File: src/rtl/pipe_ctrl_pkg.sv
// Shared opcode, ALU-op and control-bundle definitions for the pipelined control unit.
package pipe_ctrl_pkg;

  localparam logic [6:0] OP_R      = 7'b0110011;
  localparam logic [6:0] OP_IMM    = 7'b0010011;
  localparam logic [6:0] OP_LOAD   = 7'b0000011;
  localparam logic [6:0] OP_STORE  = 7'b0100011;
  localparam logic [6:0] OP_BRANCH = 7'b1100011;
  localparam logic [6:0] OP_JALR   = 7'b1100111;

  localparam logic [1:0] ALU_ADD    = 2'b00;
  localparam logic [1:0] ALU_BRANCH = 2'b01;
  localparam logic [1:0] ALU_RTYPE  = 2'b10;
  localparam logic [1:0] ALU_ITYPE  = 2'b11;

  typedef struct packed {
    logic       valid;
    logic       aluSrc;
    logic [1:0] aluOp;
    logic       branch;
    logic       jump;
    logic       memRead;
    logic       memWrite;
    logic       regWrite;
    logic       memToReg;
    logic       link;
  } ctrl_bundle_t;

  localparam ctrl_bundle_t CTRL_BUBBLE = '0;

endpackage

File: src/rtl/ctrl_decode.sv
// Combinational opcode decoder: opcode -> control bundle (valid left 0) plus illegal flag.
module ctrl_decode
  import pipe_ctrl_pkg::*;
(
  input  logic [6:0]   opcode,
  output ctrl_bundle_t ctrl,
  output logic         illegal
);

  always_comb begin
    ctrl    = CTRL_BUBBLE;
    illegal = 1'b0;
    unique case (opcode)
      OP_R: begin
        ctrl.aluOp    = ALU_RTYPE;
        ctrl.regWrite = 1'b1;
      end
      OP_IMM: begin
        ctrl.aluSrc   = 1'b1;
        ctrl.aluOp    = ALU_ITYPE;
        ctrl.regWrite = 1'b1;
      end
      OP_LOAD: begin
        ctrl.aluSrc   = 1'b1;
        ctrl.aluOp    = ALU_ADD;
        ctrl.memRead  = 1'b1;
        ctrl.regWrite = 1'b1;
        ctrl.memToReg = 1'b1;
      end
      OP_STORE: begin
        ctrl.aluSrc   = 1'b1;
        ctrl.aluOp    = ALU_ADD;
        ctrl.memWrite = 1'b1;
      end
      OP_BRANCH: begin
        ctrl.aluOp    = ALU_BRANCH;
        ctrl.branch   = 1'b1;
      end
      OP_JALR: begin
        ctrl.aluSrc   = 1'b1;
        ctrl.aluOp    = ALU_ADD;
        ctrl.jump     = 1'b1;
        ctrl.regWrite = 1'b1;
        ctrl.link     = 1'b1;
      end
      default: illegal = 1'b1;
    endcase
  end

endmodule

File: src/rtl/pipe_controller.sv
// Pipelined main control: decode in ID, carry bundles through ID/EX, EX/MEM, MEM/WB.
// Load-use hazard detection and bubble counting exist only with PIPE_HAZARD_DETECT_EN.
module pipe_controller
  import pipe_ctrl_pkg::*;
#(
  parameter int REG_ADDR_W   = 5,
  parameter int BUBBLE_CNT_W = 16
) (
  input  logic                    clk,
  input  logic                    rst,
  input  logic                    id_valid,
  input  logic [6:0]              id_opcode,
  input  logic [REG_ADDR_W-1:0]   id_rs1,
  input  logic [REG_ADDR_W-1:0]   id_rs2,
  input  logic [REG_ADDR_W-1:0]   id_rd,
  input  logic                    flush,
  input  logic                    ext_stall,
  output logic                    pc_write,
  output logic                    ifid_write,
  output logic                    id_illegal,
  output logic                    ex_valid,
  output logic                    ex_alu_src,
  output logic                    ex_branch,
  output logic                    ex_jump,
  output logic [1:0]              ex_alu_op,
  output logic [REG_ADDR_W-1:0]   ex_rd,
  output logic                    mem_valid,
  output logic                    mem_read,
  output logic                    mem_write,
  output logic                    wb_valid,
  output logic                    wb_reg_write,
  output logic                    wb_mem_to_reg,
  output logic                    wb_link,
  output logic [REG_ADDR_W-1:0]   wb_rd,
  output logic [BUBBLE_CNT_W-1:0] bubble_count
);

  ctrl_bundle_t decCtrl, idCtrl, exCtrl, memCtrl, wbCtrl;
  logic [REG_ADDR_W-1:0] exRd, memRd, wbRd;
  logic decIllegal, hazard;

  ctrl_decode uDecode (
    .opcode  (id_opcode),
    .ctrl    (decCtrl),
    .illegal (decIllegal)
  );

  // Writes to x0 are architectural no-ops, so never request them.
  always_comb begin
    idCtrl       = decCtrl;
    idCtrl.valid = id_valid;
    if (id_rd == '0) idCtrl.regWrite = 1'b0;
  end

  assign id_illegal = id_valid & decIllegal;

`ifdef PIPE_HAZARD_DETECT_EN
  logic [BUBBLE_CNT_W-1:0] bubbleCnt;

  assign hazard = exCtrl.valid & exCtrl.memRead & (exRd != '0) & id_valid &
                  ((exRd == id_rs1) | (exRd == id_rs2));

  // A flush already bubbles ID/EX, so a simultaneous hazard costs nothing extra.
  always_ff @(posedge clk or posedge rst) begin
    if (rst) begin
      bubbleCnt <= '0;
    end else if (!ext_stall && !flush && hazard && (bubbleCnt != '1)) begin
      bubbleCnt <= bubbleCnt + 1'b1;
    end
  end

  assign bubble_count = bubbleCnt;
`else
  logic unusedRs;

  assign unusedRs     = ^{id_rs1, id_rs2};
  assign hazard       = 1'b0;
  assign bubble_count = '0;
`endif

  assign pc_write   = rst | ~(ext_stall | (hazard & ~flush));
  assign ifid_write = pc_write;

  always_ff @(posedge clk or posedge rst) begin
    if (rst) begin
      exCtrl  <= CTRL_BUBBLE;
      exRd    <= '0;
      memCtrl <= CTRL_BUBBLE;
      memRd   <= '0;
      wbCtrl  <= CTRL_BUBBLE;
      wbRd    <= '0;
    end else if (!ext_stall) begin
      // ID/EX boundary
      if (flush || hazard) begin
        exCtrl <= CTRL_BUBBLE;
        exRd   <= '0;
      end else begin
        exCtrl <= idCtrl;
        exRd   <= id_rd;
      end
      // EX/MEM and MEM/WB boundaries
      memCtrl <= exCtrl;
      memRd   <= exRd;
      wbCtrl  <= memCtrl;
      wbRd    <= memRd;
    end
  end

  assign ex_valid      = exCtrl.valid;
  assign ex_alu_src    = exCtrl.aluSrc;
  assign ex_branch     = exCtrl.branch;
  assign ex_jump       = exCtrl.jump;
  assign ex_alu_op     = exCtrl.aluOp;
  assign ex_rd         = exRd;
  assign mem_valid     = memCtrl.valid;
  assign mem_read      = memCtrl.memRead;
  assign mem_write     = memCtrl.memWrite;
  assign wb_valid      = wbCtrl.valid;
  assign wb_reg_write  = wbCtrl.regWrite;
  assign wb_mem_to_reg = wbCtrl.memToReg;
  assign wb_link       = wbCtrl.link;
  assign wb_rd         = wbRd;

endmodule
File: config.mk
export PLATFORM = sky130hd
export DESIGN_NAME = pipe_controller
export DESIGN_NICKNAME = d
export VERILOG_FILES = /design/src/rtl/pipe_ctrl_pkg.sv /design/src/rtl/ctrl_decode.sv /design/src/rtl/pipe_controller.sv
export SDC_FILE = /design/constraint.sdc
export NUM_CORES = 1
export LEC_CHECK = 0
export ABC_AREA = 1
export CAP_MARGIN = 10
export CORE_UTILIZATION = 37
export DETAILED_ROUTE_END_ITERATION = 16
export PLACE_DENSITY = 0.75
export SLEW_MARGIN = 10
export SYNTH_ARGS = -nofsm -noshare
export SYNTH_HDL_FRONTEND = slang
export SYNTH_SLANG_ARGS = --single-unit
File: constraint.sdc
create_clock -name clk -period 1.6 [get_ports clk]
set_input_delay 0.32 -clock clk [delete_from_list [all_inputs] [get_ports clk]]
set_output_delay 0.32 -clock clk [all_outputs]
set_load 0.005 [all_outputs]
---- Word level (Yosys, flattened, before mapping) ----
Cells that the tools add are included.
storage, ports and cells
  register bits ........................... 36
  input bits .............................. 27
  output and inout port bits .............. 42
cells by class
  eq/ne operators ......................... 6
  multiplexer cells ....................... 11
  bitwise gates (word level) .............. 3
  reduce and logical (&&, ||, !) cells .... 4
operators by type and width
  kind                                            count
  == test 7 x 6 -> 1 bit (second input constant)  2
  == test 7 bit (second input constant)           2
  two-way mux 11 bit                              1
  two-way mux 1 bit                               8
  OR reduction 4 bit                              2
  == test 7 x 2 -> 1 bit (second input constant)  1
  == test 7 x 5 -> 1 bit (second input constant)  1
  one-hot mux 2 bit (3 select lines)              1
  OR reduction 6 bit                              1
  logical NOT 5 bit                               1
  two-way mux 5 bit                               1
  AND 1 bit                                       1
  inverter 1 bit                                  1
  OR 1 bit                                        1

---- Depth between registers and ports, before layout ----
Gate-level depths: netlist of the first run.
  depth in word-level cells ............... 5
  mapped depth ............................ 8
  mapped depth without buffers ............ 8

---- By module ----
Synthesis of the first run repeated with hierarchy kept, for this count alone.
second synthesis, totals
  cells, all modules ...................... 215
  area total of the unflattened synthesis .. 1825.5 µm²
by module, submodules not included
  module           instances  cells each  area each (µm²)  seq. area each (µm²)
  pipe_controller  1          174         1600.3           900.9
  ctrl_decode      1          41          225.2            0.0

---- Worst setup path before layout of the first run ----
Ideal clock, no wire load.
  kind .................................... input to output
  start ................................... input port rst
  end ..................................... output port pc_write
  arrival time ............................ 1.410 ns
  required time ........................... 1.280 ns
  path slack .............................. -0.130 ns
  cell stages on the path ................. 3
  cell sequence ........................... inv_1 nand2_1 buf_4
between the ends
  cells in the longest elaborated chain, start to end .. 1
ends and longest elaborated chain
  item             RTL line               RTL
  start, declared  pipe_controller.sv:10  input logic rst,
  OR 1 bit         pipe_controller.sv:81  assign pc_write = rst | ~(ext_stall | (hazard & ~flush));
  end, declared    pipe_controller.sv:18  output logic pc_write,
Every way passes these cells.

---- Worst setup path in the final report of the first run ----
  start ................................... input port id_opcode[5]
  end ..................................... output port id_illegal
between the ends
  cells in the longest elaborated chain, start to end .. 4
ends and longest elaborated chain
  item                                                  RTL line               RTL
  start, declared                                       pipe_controller.sv:12  input logic [6:0] id_opcode,
  == test 7 x 6 -> 1 bit, or another cell as far along  ctrl_decode.sv:13      unique case (opcode)
  OR reduction 6 bit (no line) *                        --
  two-way mux 1 bit *                                   ctrl_decode.sv:13
  AND 1 bit *                                           pipe_controller.sv:55  assign id_illegal = id_valid & decIllegal;
  end, declared                                         pipe_controller.sv:20  output logic id_illegal,
Every way passes the cells marked *; elsewhere a longest branch is shown, timed or not.

==> impl_metrics.ini, run 1 <==
[run_status]
status = completed

[place]
port_buffers = 42
routabilityCongestion = 0.728
dp_hpwl_mm = 2.17
dpl_cell_area_mm2 = 0.00200
dp_cells = 280

[global_route]
grt_remaining_overflow = 0
grt_usage_pct = 17.0
grt_max_degree = 34
grt_pass1_wl_mm = 5.40
grt_pass1_vias = 1205
antenna_found_initial = 0

[final_layout]
fin_util_pct = 57.3
syn2layout_area_growth_pct = 48.7
drive_gt1_share_pct = 21.7
nets = 280
fin_cells = 304
num_antenna_cells = 0
num-fill-cells = 365
multi_input_area_um2 = 558
seq_area_um2 = 826
stdcell_area_mm2 = 0.00228

[floorplanning]
fp-row-count = 23
start_util_pct = 38.5
die_x_um = 66.3
ios = 69
die_h_um = 66.3
dieArea_mm2 = 0.00440
design.core.area_mm2 = 0.00397

[sta]
slew_violations = 0
min_period_ps = 1580
fin_crit_sh_pct = 98.6
finClkSkew_ps = 6.22
hold_viol = 0
setup_violations = 0
finalHoldWorstSlack_ps = 307
fmax_mhz = 634

[worst_setup_path]
path_max_fanout = 4
critPathKind = in2out
start_kind = primary input
cp.required_ps = 1280
cp-end-kind = primary output
crit_arrival_ps = 1260

[power]
p_leak_nw = 1.17
vdd.ir_drop.worst_mv = 0.447
powerDensity_mw_per_mm2 = 867
total_power_w = 0.00197

[flow_run]
maxCapViolations = 0

[clock_tree]
cts-root-buf = clkbuf_8
ctsLongestPathBuffers = 2
clkTransAtPathRegs_ps = 70
cts_max_level = 2
cts.sinks = 33
clkLatencyLatePin_ps = 280
cts_tree = built
cts-buffers-inserted = 5
hold_buffers = 0

[drt]
vias = 1353
routedWlPerCell_um = 11.0
ant_nets = 0
drt-total-wl_mm = 3.35
firstDrtPassIters = 4
drt_iter0_drc = 77
vias_per_cell = 4.45
drc = 0

[hold_path]
hold_class = in2async

[yosys]
ys_ff_latch = 33
yosys_warnings = 0
synthesis.area_mm2 = 0.00153
synthCells = 185
ys_types = 19
seq_area_frac_synth_pct = 54.0
synth_area_per_cell_um2 = 8.27
==> metal layers <==
layer,track usage (%),routed length (µm)
met1,21.1,1430
met2,25.9,1640
met3,5.69,176
met4,9.04,107
met5,0,0
==> through the flow <==
stage / setup TNS [ps] / setup WS, ps
final: 0 / 21.8
after global routing: -27.5 / -27.5
after CTS: 0 / 0.673
after detailed placement: -1430 / -585
after global placement: -1240 / -539
after floorplan: 0 / 120
==> worst paths after layout <==
path	from	to	slack [ps]	depth (start not counted)
min in group clk	id_opcode[4]	ex_alu_op[0]	460	5
max in group asynchronous	rst	memRd[1]	1000	3
worst min register to register	memRd[4]	wb_rd[4]	470	2
worst min-delay path	rst	wb_rd[3]	310	3
worst max-delay path	id_opcode[5]	id_illegal	20	8
worst max register to register	ex_rd[0]	memRd[0]	940	2
==> cell families (layout without fill, tap and decap cells) <==
group	after synthesis	in the layout	synth area share, %
AO/OA/AOI/OAI	20	20	6.71
other	1	16	0.245
flip-flops	33	33	54.0
AND/OR/NAND/NOR	87	87	22.6
buffers and inverters	44	98	16.5
==> synth_stat cells (all sizes together) <==
cell type,number,area share (%)
o22ai,1,0.41
nand3,5,2.0
dfrtp,33,54
nor2,13,3.2
nand2,67,16
clkinv,1,0.25
o21ai,18,5.9
buf,22,11
nand4,1,0.41
or2,1,0.57
a31oi,1,0.41
clkbuf,3,0.74
inv,18,4.4
conb,1,0.25
==> final cells by class <==
| class | instances | area share [%] |
|---|---|---|
| Multi-Input combinational cell | 123 | 24.5 |
| Inverter | 19 | 3.30 |
| Clock inverter | 1 | 1.32 |
| Clock buffer | 7 | 3.79 |
| Timing Repair Buffer | 71 | 28.0 |
| Tap cell | 50 | 2.75 |
| Sequential cell | 33 | 36.3 |
==> placed cells by master, fill, tap and decap left out, drive strengths merged, types with 3 or more instances in the layout <==
cell and n:
dfrtp 33, clkdlybuf4s15 3, o21ai 18, nand2 67, nor2 13, dlygate4sd2 5
inv 17, clkbuf 8, conb 16, buf 30, clkdlybuf4s50 32, nand3 5
==> power breakdown <==
group / total (W) / switching, W / internal (W)
combinational: 0.000275 / 0.000128 / 0.000146
sequential: 0.000908 / 0.0000257 / 0.000882
clock: 0.000791 / 0.000284 / 0.000507
total: 0.00197 / 0.000438 / 0.00154
==> critical path: stages <==
cell and delay [ps]:
dlygate4sd2_1 260, nor2_1 150, nand2_2 90, nor2_4 140
nor2_4 60, nand2_2 70, nor2_1 40, buf_2 110
==> what timing repair did <==
item / in CTS / in global routing
setup buffers: 16 / 1
setup endpoints to repair: 3 / 2
resized for setup: 23 / 13
pin swaps: 9 / 6
Power figures use the tool's default switching activity.
==> run 2: changes to the inputs <==
--- a/config.mk
+++ b/config.mk
@@ -10,6 +10,7 @@
 export CORE_UTILIZATION = 37
 export DETAILED_ROUTE_END_ITERATION = 16
 export PLACE_DENSITY = 0.75
+export SKIP_LAST_GASP = 1
 export SLEW_MARGIN = 10
 export SYNTH_ARGS = -nofsm -noshare
 export SYNTH_HDL_FRONTEND = slang
==> constraint.sdc (replaced) <==
create_clock -name clk -period 1.3 [get_ports clk]
set_input_delay 0.26 -clock clk [delete_from_list [all_inputs] [get_ports clk]]
set_output_delay 0.26 -clock clk [all_outputs]
set_load 0.005 [all_outputs]
==> run 2 against run 1 <==
  * Power is 11% higher
  * Cell area is 4.2% lower
  * Worst hold slack worse by 120 ps
  * Sequential share of layout area is 1.6 points higher
  * Combinational power is 16% higher
  * Clock skew is 2.9 ps lower
  * Flip-flop and latch count stayed put
  * First-iteration DRC count is 26% lower
  * Register-to-register slack worse by 390 ps
  * Count of clock-buffer cells in the layout stayed put
==> impl_metrics.ini, run 2 (synthesized netlist as in run 1, its figures left out) <==
[worst_setup_path]
r2r_cells = 3
cp.required_ps = 1040
crit_arrival_ps = 1000
cp-end-kind = primary output
start_kind = primary input
r2r_slack_ps = 550
critPathKind = in2out
rr_endpoint = mem_valid
path_max_fanout = 4
r2r_start = mem_valid

[clock_tree]
clkLatencyLatePin_ps = 280
cts_tree = built
cts-buffers-inserted = 5
cts_max_level = 2
hold_buffers = 0
clkTransAtPathRegs_ps = 60
cts.sinks = 33
cts-root-buf = clkbuf_8
ctsLongestPathBuffers = 2

[final_layout]
num_antenna_cells = 0
num-fill-cells = 364
drive_gt1_share_pct = 24.3
final_common_cell = nand2_1
syn2layout_area_growth_pct = 42.5
stdcell_area_mm2 = 0.00218
layout_common_cells = nand2_1 (61), dfrtp_1 (33), buf_4 (27)
nets = 278

[global_route]
antenna_found_initial = 0
grt_usage_pct = 16.3
grt_pass1_wl_mm = 5.20
grt_remaining_overflow = 0
grt_pass1_vias = 1191
grt_max_degree = 34

[sta]
finalHoldWorstSlack_ps = 187
hold_viol = 0
setup_violations = 0
slew_violations = 0
fmax_mhz = 795
finClkSkew_ps = 3.32
fin_crit_sh_pct = 96.7
min_period_ps = 1260

[drt]
vias_per_cell = 4.21
vias = 1268
firstDrtPassIters = 4
drc = 0
drt_iter0_drc = 57
drt-total-wl_mm = 3.18
routedWlPerCell_um = 10.6
ant_nets = 0

[place]
dpl_cell_area_mm2 = 0.00199
routabilityCongestion = 0.781
port_buffers = 42
dp_hpwl_mm = 2.13

[floorplanning]
die_h_um = 66.3
die_x_um = 66.3
ios = 69
dieArea_mm2 = 0.00440
start_util_pct = 38.5
design.core.area_mm2 = 0.00397
fp-row-count = 23

[power]
powerDensity_mw_per_mm2 = 1010
p_leak_nw = 1.24
vdd.ir_drop.worst_mv = 0.356

[run_status]
status = completed

[flow_run]
maxCapViolations = 0

[hold_path]
hold_class = in2async
==> run 2: cell count changes in the layout (fill, tap and decap cells not counted), sizes merged <==
cell,before,now
bufinv,1,0
dlymetal6s2s,0,1
clkdlybuf4s50,32,6
dlygate4sd2,5,25
clkbuf,8,13
clkdlybuf4s15,3,2
buf,30,29
==> run 2: timing repair <==
item,CTS,global route
gates resized for setup,48,31
buffers inserted,14,1
endpoints found under the setup margin,26,2
pin swaps,7,9
==> run 2: power breakdown <==
part / switching [W] / internal [W] / total [W]
logic: 0.000165 / 0.000156 / 0.000320
registers: 0.0000274 / 0.00109 / 0.00111
clock network: 0.000339 / 0.000419 / 0.000758
total: 0.000531 / 0.00166 / 0.00219
==> run 2: worst max-delay path by stage <==
stage / from / to / slack [ps]
floorplan: rst / pc_write / -20
global placement: id_opcode[3] / id_illegal / -720
detailed placement: id_opcode[6] / id_illegal / -750
CTS: id_opcode[2] / id_illegal / -120
global route: id_opcode[4] / id_illegal / -20
finish: id_opcode[4] / id_illegal / 40
==> run 2: cell type report <==
class	count	area, µm²	area share (%)
multi-input cells	123	566	25.9
flip-flops and latches	33	826	37.9
repair buffers	69	563	25.8
well taps	50	62.6	2.87
inverters	19	77.6	3.56
clock buffers	7	86.3	3.96
==> run 2: per-stage QoR <==
step                power (W)  setup TNS [ps]  util (%)  worst slack (ps)  cells
finish                0.00219               0      54.9              42.6    301
global route          0.00230           -21.5      54.9             -21.5    301
CTS                   0.00221            -240      54.2              -120    301
detailed placement    0.00146           -8720      50.2              -746    280
global placement      0.00145           -7880      50.2              -718    280
floorplan             0.00130           -21.4         -             -21.4    200
==> run 2: worst max-delay path, cell delays in order <==
cell,delay (ps)
clkbuf_2,110
nor2_1,100
nand2_1,90
nor2_4,150
nor2_4,60
nand2_2,70
nor2_1,40
buf_2,110
==> run 2: routing by layer <==
metal  up-vias  track usage (%)  wire length [µm]
met2        45             25.5              1570
met3         4             6.21               192
met1       557             19.6              1400
met5         -                0                 0
li1        662                -                 -
met4         0             7.45                17
